<file path="src/rtl/cap_scan_pkg.sv">
// Purpose: shared FSM state type and default sizes for the capacitive touch scanner.
// Latency: none (types and constants only).
// Backpressure: none.
package cap_scan_pkg;

  localparam int NUM_CH_DEFAULT  = 9;
  localparam int COUNT_W_DEFAULT = 16;
  // Each channel's reading occupies a fixed 32-bit slot on the readings bus.
  localparam int SLOT_W          = 32;

  typedef enum logic [1:0] {
    IDLE,
    DISCHARGE,
    CHARGE,
    PUBLISH
  } scan_state_t;

endpackage

</file>
<file path="src/rtl/cap_scan_channel.sv">
// Purpose: one sense channel -- pad synchronizer, latched flag and captured charge count.
// Latency: pad edge reaches the capture logic two clocks after it is sampled.
// Backpressure: none; capture is one-shot per scan and cleared during DISCHARGE.
module cap_scan_channel
  import cap_scan_pkg::*;
#(
  parameter int COUNT_W = COUNT_W_DEFAULT
) (
  input  logic               clock,
  input  logic               reset,
  input  logic               sense_in,
  input  logic               clear,
  input  logic               charge,
  input  logic               timeout,
  input  logic [COUNT_W-1:0] counter,
  output logic               done,
  output logic [COUNT_W-1:0] count
);

  logic               sync1_q, sync1_d;
  logic               sync2_q, sync2_d;
  logic               latched_q, latched_d;
  logic [COUNT_W-1:0] count_q, count_d;
  logic               capture;

  // Synchronize the pad and capture the counter on the first high sample (or at timeout).
  always_comb begin
    sync1_d   = sense_in;
    sync2_d   = sync1_q;
    latched_d = latched_q;
    count_d   = count_q;
    // A timeout capture stores the counter, which equals the timeout value in that cycle.
    capture   = charge & ~latched_q & (sync2_q | timeout);
    if (clear) begin
      latched_d = 1'b0;
      count_d   = '0;
    end else if (capture) begin
      latched_d = 1'b1;
      count_d   = counter;
    end
  end

  // Channel state registers.
  always_ff @(posedge clock or posedge reset) begin
    if (reset) begin
      sync1_q   <= 1'b0;
      sync2_q   <= 1'b0;
      latched_q <= 1'b0;
      count_q   <= '0;
    end else begin
      sync1_q   <= sync1_d;
      sync2_q   <= sync2_d;
      latched_q <= latched_d;
      count_q   <= count_d;
    end
  end

  // Done counts a channel that latches this cycle so the scan can exit without waiting a clock.
  assign done  = latched_q | sync2_q;
  assign count = count_q;

endmodule

</file>
<file path="src/rtl/cap_touch_scanner.sv">
// Purpose: multi-channel capacitive touch scanner (discharge, timed charge, publish); CAP_SCAN_FILTER_EN adds an IIR filter.
// Latency: DISCHARGE_CYCLES + charge time (at most TIMEOUT_CYCLES+1) + 1 publish cycle per scan.
// Backpressure: none; readings/touched hold between publishes, scan_done pulses once per scan.
module cap_touch_scanner
  import cap_scan_pkg::*;
#(
  parameter int NUM_CH           = NUM_CH_DEFAULT,
  parameter int COUNT_W          = COUNT_W_DEFAULT,
  parameter int DISCHARGE_CYCLES = 1000,
  parameter int TIMEOUT_CYCLES   = 65535
) (
  input  logic                     clock,
  input  logic                     reset,
  input  logic                     enable,
  input  logic [NUM_CH-1:0]        sense_in,
  output logic                     drive_out,
  input  logic [COUNT_W-1:0]       threshold,
  output logic [SLOT_W*NUM_CH-1:0] readings,
  output logic [NUM_CH-1:0]        touched,
  output logic                     scan_done
);

  localparam int                 DIS_W       = (DISCHARGE_CYCLES > 1) ? $clog2(DISCHARGE_CYCLES) : 1;
  localparam logic [DIS_W-1:0]   DIS_LAST    = DIS_W'(DISCHARGE_CYCLES - 1);
  localparam logic [COUNT_W-1:0] TIMEOUT_VAL = COUNT_W'(TIMEOUT_CYCLES);

  scan_state_t                     state_q, state_d;
  logic [DIS_W-1:0]                dis_q, dis_d;
  logic [COUNT_W-1:0]              counter_q, counter_d;
  logic [NUM_CH-1:0][COUNT_W-1:0]  pub_q, pub_d;
  logic [NUM_CH-1:0]               touched_q, touched_d;
  logic                            scan_done_q, scan_done_d;
  logic [NUM_CH-1:0][COUNT_W-1:0]  raw;
  logic [NUM_CH-1:0]               ch_done;
  logic                            in_charge;
  logic                            in_discharge;
  logic                            timeout;
  logic                            all_done;

`ifdef CAP_SCAN_FILTER_EN
  logic loaded_q, loaded_d;

  // prev + ((raw - prev) >>> 2) in signed COUNT_W+1 bits; the result always lies between prev and raw.
  function automatic logic [COUNT_W-1:0] filt(input logic [COUNT_W-1:0] prev,
                                              input logic [COUNT_W-1:0] cur);
    logic signed [COUNT_W:0] acc;
    acc = $signed({1'b0, cur}) - $signed({1'b0, prev});
    acc = acc >>> 2;
    acc = $signed({1'b0, prev}) + acc;
    return acc[COUNT_W-1:0];
  endfunction
`endif

  assign in_charge    = (state_q == CHARGE);
  assign in_discharge = (state_q == DISCHARGE);
  assign timeout      = in_charge && (counter_q == TIMEOUT_VAL);
  assign all_done     = &ch_done;

  for (genvar i = 0; i < NUM_CH; i++) begin : g_ch
    cap_scan_channel #(
      .COUNT_W (COUNT_W)
    ) u_ch (
      .clock    (clock),
      .reset    (reset),
      .sense_in (sense_in[i]),
      .clear    (in_discharge),
      .charge   (in_charge),
      .timeout  (timeout),
      .counter  (counter_q),
      .done     (ch_done[i]),
      .count    (raw[i])
    );
  end

  // Scan sequencing: discharge hold, charge timing with early exit or timeout, single publish cycle.
  always_comb begin
    state_d   = state_q;
    dis_d     = dis_q;
    counter_d = counter_q;
    case (state_q)
      IDLE: begin
        dis_d     = '0;
        counter_d = '0;
        if (enable) state_d = DISCHARGE;
      end
      DISCHARGE: begin
        counter_d = '0;
        if (dis_q == DIS_LAST) begin
          dis_d   = '0;
          state_d = CHARGE;
        end else begin
          dis_d = dis_q + 1'b1;
        end
      end
      CHARGE: begin
        // The counter stops at the exit cycle, so it never passes TIMEOUT_VAL and cannot wrap.
        if (timeout || all_done) state_d = PUBLISH;
        else                     counter_d = counter_q + 1'b1;
      end
      PUBLISH: begin
        counter_d = '0;
        state_d   = enable ? DISCHARGE : IDLE;
      end
      default: state_d = IDLE;
    endcase
  end

  // Publish path: update readings and touch flags once per scan, threshold sampled now.
  always_comb begin
    pub_d       = pub_q;
    touched_d   = touched_q;
    scan_done_d = 1'b0;
`ifdef CAP_SCAN_FILTER_EN
    loaded_d    = loaded_q;
`endif
    if (state_q == PUBLISH) begin
      scan_done_d = 1'b1;
      for (int i = 0; i < NUM_CH; i++) begin
`ifdef CAP_SCAN_FILTER_EN
        // First publish after reset seeds the filter with the raw count.
        pub_d[i] = loaded_q ? filt(pub_q[i], raw[i]) : raw[i];
`else
        pub_d[i] = raw[i];
`endif
        touched_d[i] = (pub_d[i] > threshold);
      end
`ifdef CAP_SCAN_FILTER_EN
      loaded_d = 1'b1;
`endif
    end
  end

  // State and output registers.
  always_ff @(posedge clock or posedge reset) begin
    if (reset) begin
      state_q     <= IDLE;
      dis_q       <= '0;
      counter_q   <= '0;
      pub_q       <= '0;
      touched_q   <= '0;
      scan_done_q <= 1'b0;
`ifdef CAP_SCAN_FILTER_EN
      loaded_q    <= 1'b0;
`endif
    end else begin
      state_q     <= state_d;
      dis_q       <= dis_d;
      counter_q   <= counter_d;
      pub_q       <= pub_d;
      touched_q   <= touched_d;
      scan_done_q <= scan_done_d;
`ifdef CAP_SCAN_FILTER_EN
      loaded_q    <= loaded_d;
`endif
    end
  end

  // Zero-extend each published count into its 32-bit reading slot.
  always_comb begin
    readings = '0;
    for (int i = 0; i < NUM_CH; i++) begin
      readings[i*SLOT_W +: SLOT_W] = SLOT_W'(pub_q[i]);
    end
  end

  assign drive_out = in_charge;
  assign touched   = touched_q;
  assign scan_done = scan_done_q;

endmodule

</file>
<file path="config.mk">
export PLATFORM = sky130hd
export DESIGN_NAME = cap_touch_scanner
export DESIGN_NICKNAME = d
export VERILOG_FILES = /design/src/rtl/cap_scan_pkg.sv /design/src/rtl/cap_scan_channel.sv /design/src/rtl/cap_touch_scanner.sv
export SDC_FILE = /design/constraint.sdc
export NUM_CORES = 1
export LEC_CHECK = 0
export CORE_MARGIN = 2
export CORE_UTILIZATION = 47
export CTS_CLUSTER_DIAMETER = 60
export CTS_CLUSTER_SIZE = 10
export DETAILED_ROUTE_END_ITERATION = 6
export MAX_ROUTING_LAYER = met4
export PLACE_DENSITY = 0.8
export SETUP_SLACK_MARGIN = 0.3
export SLEW_MARGIN = 20
export SYNTH_ARGS = -nofsm -noshare
export SYNTH_HDL_FRONTEND = slang
export SYNTH_SLANG_ARGS = --single-unit
</file>
<file path="constraint.sdc">
create_clock -name clock -period 19.8 [get_ports clock]
set_clock_uncertainty 0.15 [all_clocks]
set_input_delay 2.97 -clock clock [delete_from_list [all_inputs] [get_ports clock]]
set_output_delay 2.97 -clock clock [all_outputs]
set_load 0.1 [all_outputs]
</file>
==> impl_metrics.json <==
{
  "hpwl_mm": 33.8,
  "wirelength_mm": 48.9,
  "final_cells": 2294,
  "start_util_pct": 47.6,
  "yosysSeqAreaShare_pct": 46.8,
  "grt_pass1_vias": 12600,
  "max_freq_mhz": 165,
  "path_cells": "inv_1 > ha_1 > clkdlybuf4s50_1",
  "avgSynthCellArea_um2": 11.7,
  "dp.cells": 2247,
  "drt_pass1_iterations": 7,
  "area_delta_synth_final_pct": 14.5,
  "cts_sinks": 353,
  "status": "finished clean",
  "cp.required_ps": 16680,
  "via_per_inst": 5.61,
  "dominantRegCellSynth": "dfrtp_1",
  "slowest_delay_ps": 1260,
  "clk_path_buf_depth": 3,
  "rows": 73,
  "ys_ff_latch": 353,
  "routabilityCongestion": 0.934,
  "grt_overflow": 0,
  "cellLeakagePower_uw": 0.0109,
  "async_reset_ff_share_pct": 100,
  "hold_viol": 0,
  "relSlewSlack_pct": 26.8,
  "antenna_cells": 0,
  "period_share_pct": 30.5,
  "core-area_um2": 39600,
  "setup_violations": 0,
  "drtAntennaViolNets": 0,
  "die_w_um": 204,
  "cp_slowest_cell": "clkdlybuf4s50_1",
  "post_cts_resized": 0,
  "yosysWarnings": 0,
  "grt_setup_unrepaired": "false",
  "drc": 0,
  "grt_pass1_wl_mm": 74.4,
  "worst_slew_pin_slew_ps": 1100,
  "endpoint_kind": "output port",
  "yosysUniqueCellTypes": 59,
  "vdd_drop_max_v": 0.0000609,
  "worstPathArrival_ps": 2930,
  "wl_per_cell_um": 21.3,
  "max_cap_viol_count": 0,
  "layout.nets": 1944,
  "grt_antenna_before_repair": 0,
  "drive_gt1_share_pct": 12.1,
  "dieArea_um2": 41800,
  "crit_fanout": 16,
  "min_period_ps": 6050,
  "power_density_nw_per_um2": 71.9,
  "fin_setup_tns_ps": 0,
  "synth-edff-count": 0,
  "hp-class": "reg2reg",
  "port_buffers": 182,
  "numCtsBuffers": 41,
  "syn_area_um2": 18900,
  "grt_start_max_net_pins": 158,
  "critPathKind": "reg2out",
  "root_buffer": "clkbuf_16",
  "maxSlewViolCount": 0,
  "hold_buffers": 0,
  "synth_cells": 1617,
  "startpoint_type": "flop",
  "cts_tree": "done",
  "path_clk_slew_ps": 50,
  "die_h_um": 204,
  "nFillCells": 3273,
  "htree_levels": 2,
  "io_pins": 327,
  "clock_latency_ps": 550,
  "postCtsSetupBuffers": 0,
  "vias": 12900,
  "gr-usage-all-layers_pct": 24.0,
  "first_iter_violations": 1170
}
-- layer usage --
layer	track usage (%)	vias to the layer above	share of wire, %
li1	-	5697	-
met1	32.0	6472	42
met2	37.3	589	47
met3	3.87	107	7.4
met4	8.57	0	3.5
met5	-	-	0
-- sequential cells by signal (all words and copies together) (netlist names) --
signal / flops
touched: 9
dis_q: 10
g_ch.u_ch.count: 144
g_ch.u_ch.sync2_q: 9
scan_done: 1
g_ch.u_ch.sync1_q: 9
g_ch.u_ch.latched_q: 9
readings: 144
state_q: 2
counter_q: 16
-- layout make-up --
| cell class | instances | area [um2] | area share, % |
|---|---|---|---|
| Multi-Input combinational cell | 1139 | 8970 | 41.5 |
| Sequential cell | 353 | 8830 | 40.9 |
| Tap cell | 525 | 657 | 3.04 |
| Clock buffer | 45 | 1080 | 5.02 |
| Clock inverter | 2 | 16.3 | 0.0753 |
| Timing Repair Buffer | 186 | 1870 | 8.65 |
| Inverter | 44 | 173 | 0.799 |
-- kinds of logic (layout without fill, tap and decap cells) --
kind of cell,count (synthesis),in the layout,synth area share (%)
and+or+nand+nor,349,349,10.4
other,1,144,0.0199
buffers and inverters,268,277,8.64
xor gates and xnor gates,2,2,0.0929
muxes,290,290,16.4
DFF,353,353,46.8
adders and majority gates,151,151,10.0
AOI/OAI and AO/OA,203,203,7.62
-- synthesized netlist by cell type (13+ instances only) --
master	number	area, um2
a21o_1	31	233
a21oi_1	54	270
buf_1	20	75.1
buf_2	13	65.1
buf_4	145	1090
clkbuf_1	39	146
dfrtp_1	353	8830
ha_1	151	1890
inv_1	44	165
mux2_2	145	1630
mux2i_1	145	1450
nand2_1	46	173
nand2b_1	149	932
nand3_1	20	100
nand4_1	43	269
nor2_1	41	154
nor2b_1	15	93.8
o21ai_0	37	185
o31ai_1	13	97.6
-- critical path: cells and delay by family (launching register included) --
kind,cells,cell delay [ps]
adders and majority gates,1,500
buffers and inverters,2,1430
DFF,1,450
-- cell usage in the layout, fill, tap and decap left out, types with 5 or more instances in the layout --
master,synthesis,routed
dfrtp_1,353,353
clkdlybuf4s50_1,0,182
nand2b_1,149,149
ha_1,151,149
mux2i_1,145,145
mux2_2,145,145
conb_1,1,144
a21oi_1,54,54
nand2_1,46,46
inv_1,44,43
nand4_1,43,43
clkbuf_16,0,43
nor2_1,41,41
o21ai_0,37,37
a21o_1,31,31
nand3_1,20,20
nor2b_1,15,15
o31ai_1,13,13
a31oi_1,9,9
a2111oi_0,8,8
nor4_1,8,8
o211ai_1,7,7
a31oi_4,7,7
a211o_1,5,5
nand3b_1,5,5
nor3_1,5,5
and3_1,5,5
a22o_1,5,5
-- report_power, final --
group	total (uW)	switching, uW	leakage [uW]	internal, uW
Combinational	167	153	0.00555	13.9
Sequential	725	0.735	0.00486	724
Clock	661	279	0.000537	382
Total	1550	433	0.0109	1120
-- final timing paths --
| path | start | end | slack [ps] | depth (start not counted) |
|---|---|---|---|---|
| setup / recovery | state_q[0] | drive_out | 13750 | 3 |
| hold / removal | g_ch[6].u_ch.sync1_q | g_ch[6].u_ch.sync2_q | 190 | 0 |
| setup reg to reg | state_q[0] | g_ch[8].u_ch.count[4] | 16450 | 6 |
| hold reg to reg | g_ch[6].u_ch.sync1_q | g_ch[6].u_ch.sync2_q | 190 | 0 |
| max in group asynchronous | reset | g_ch[1].u_ch.count[9] | 15090 | 3 |
| min in group asynchronous | reset | dis_q[7] | 2820 | 2 |
-- metrics by stage --
stage          cell area, um2  worst slack (ps)  total power, uW  utilization, %  hold slack (ps)
2_1_floorplan           19400              6890              906               -              181
3_3_place_gp            20500             14370              901            51.7              187
3_5_place_dp            20500             14320              904            51.7              185
4_1_cts                 21600             13730             1560            54.5              194
5_1_grt                 21600             13600             1600            54.5              198
6_report                21600             13750             1550            54.5              190
Power figures use the tool's default switching activity.
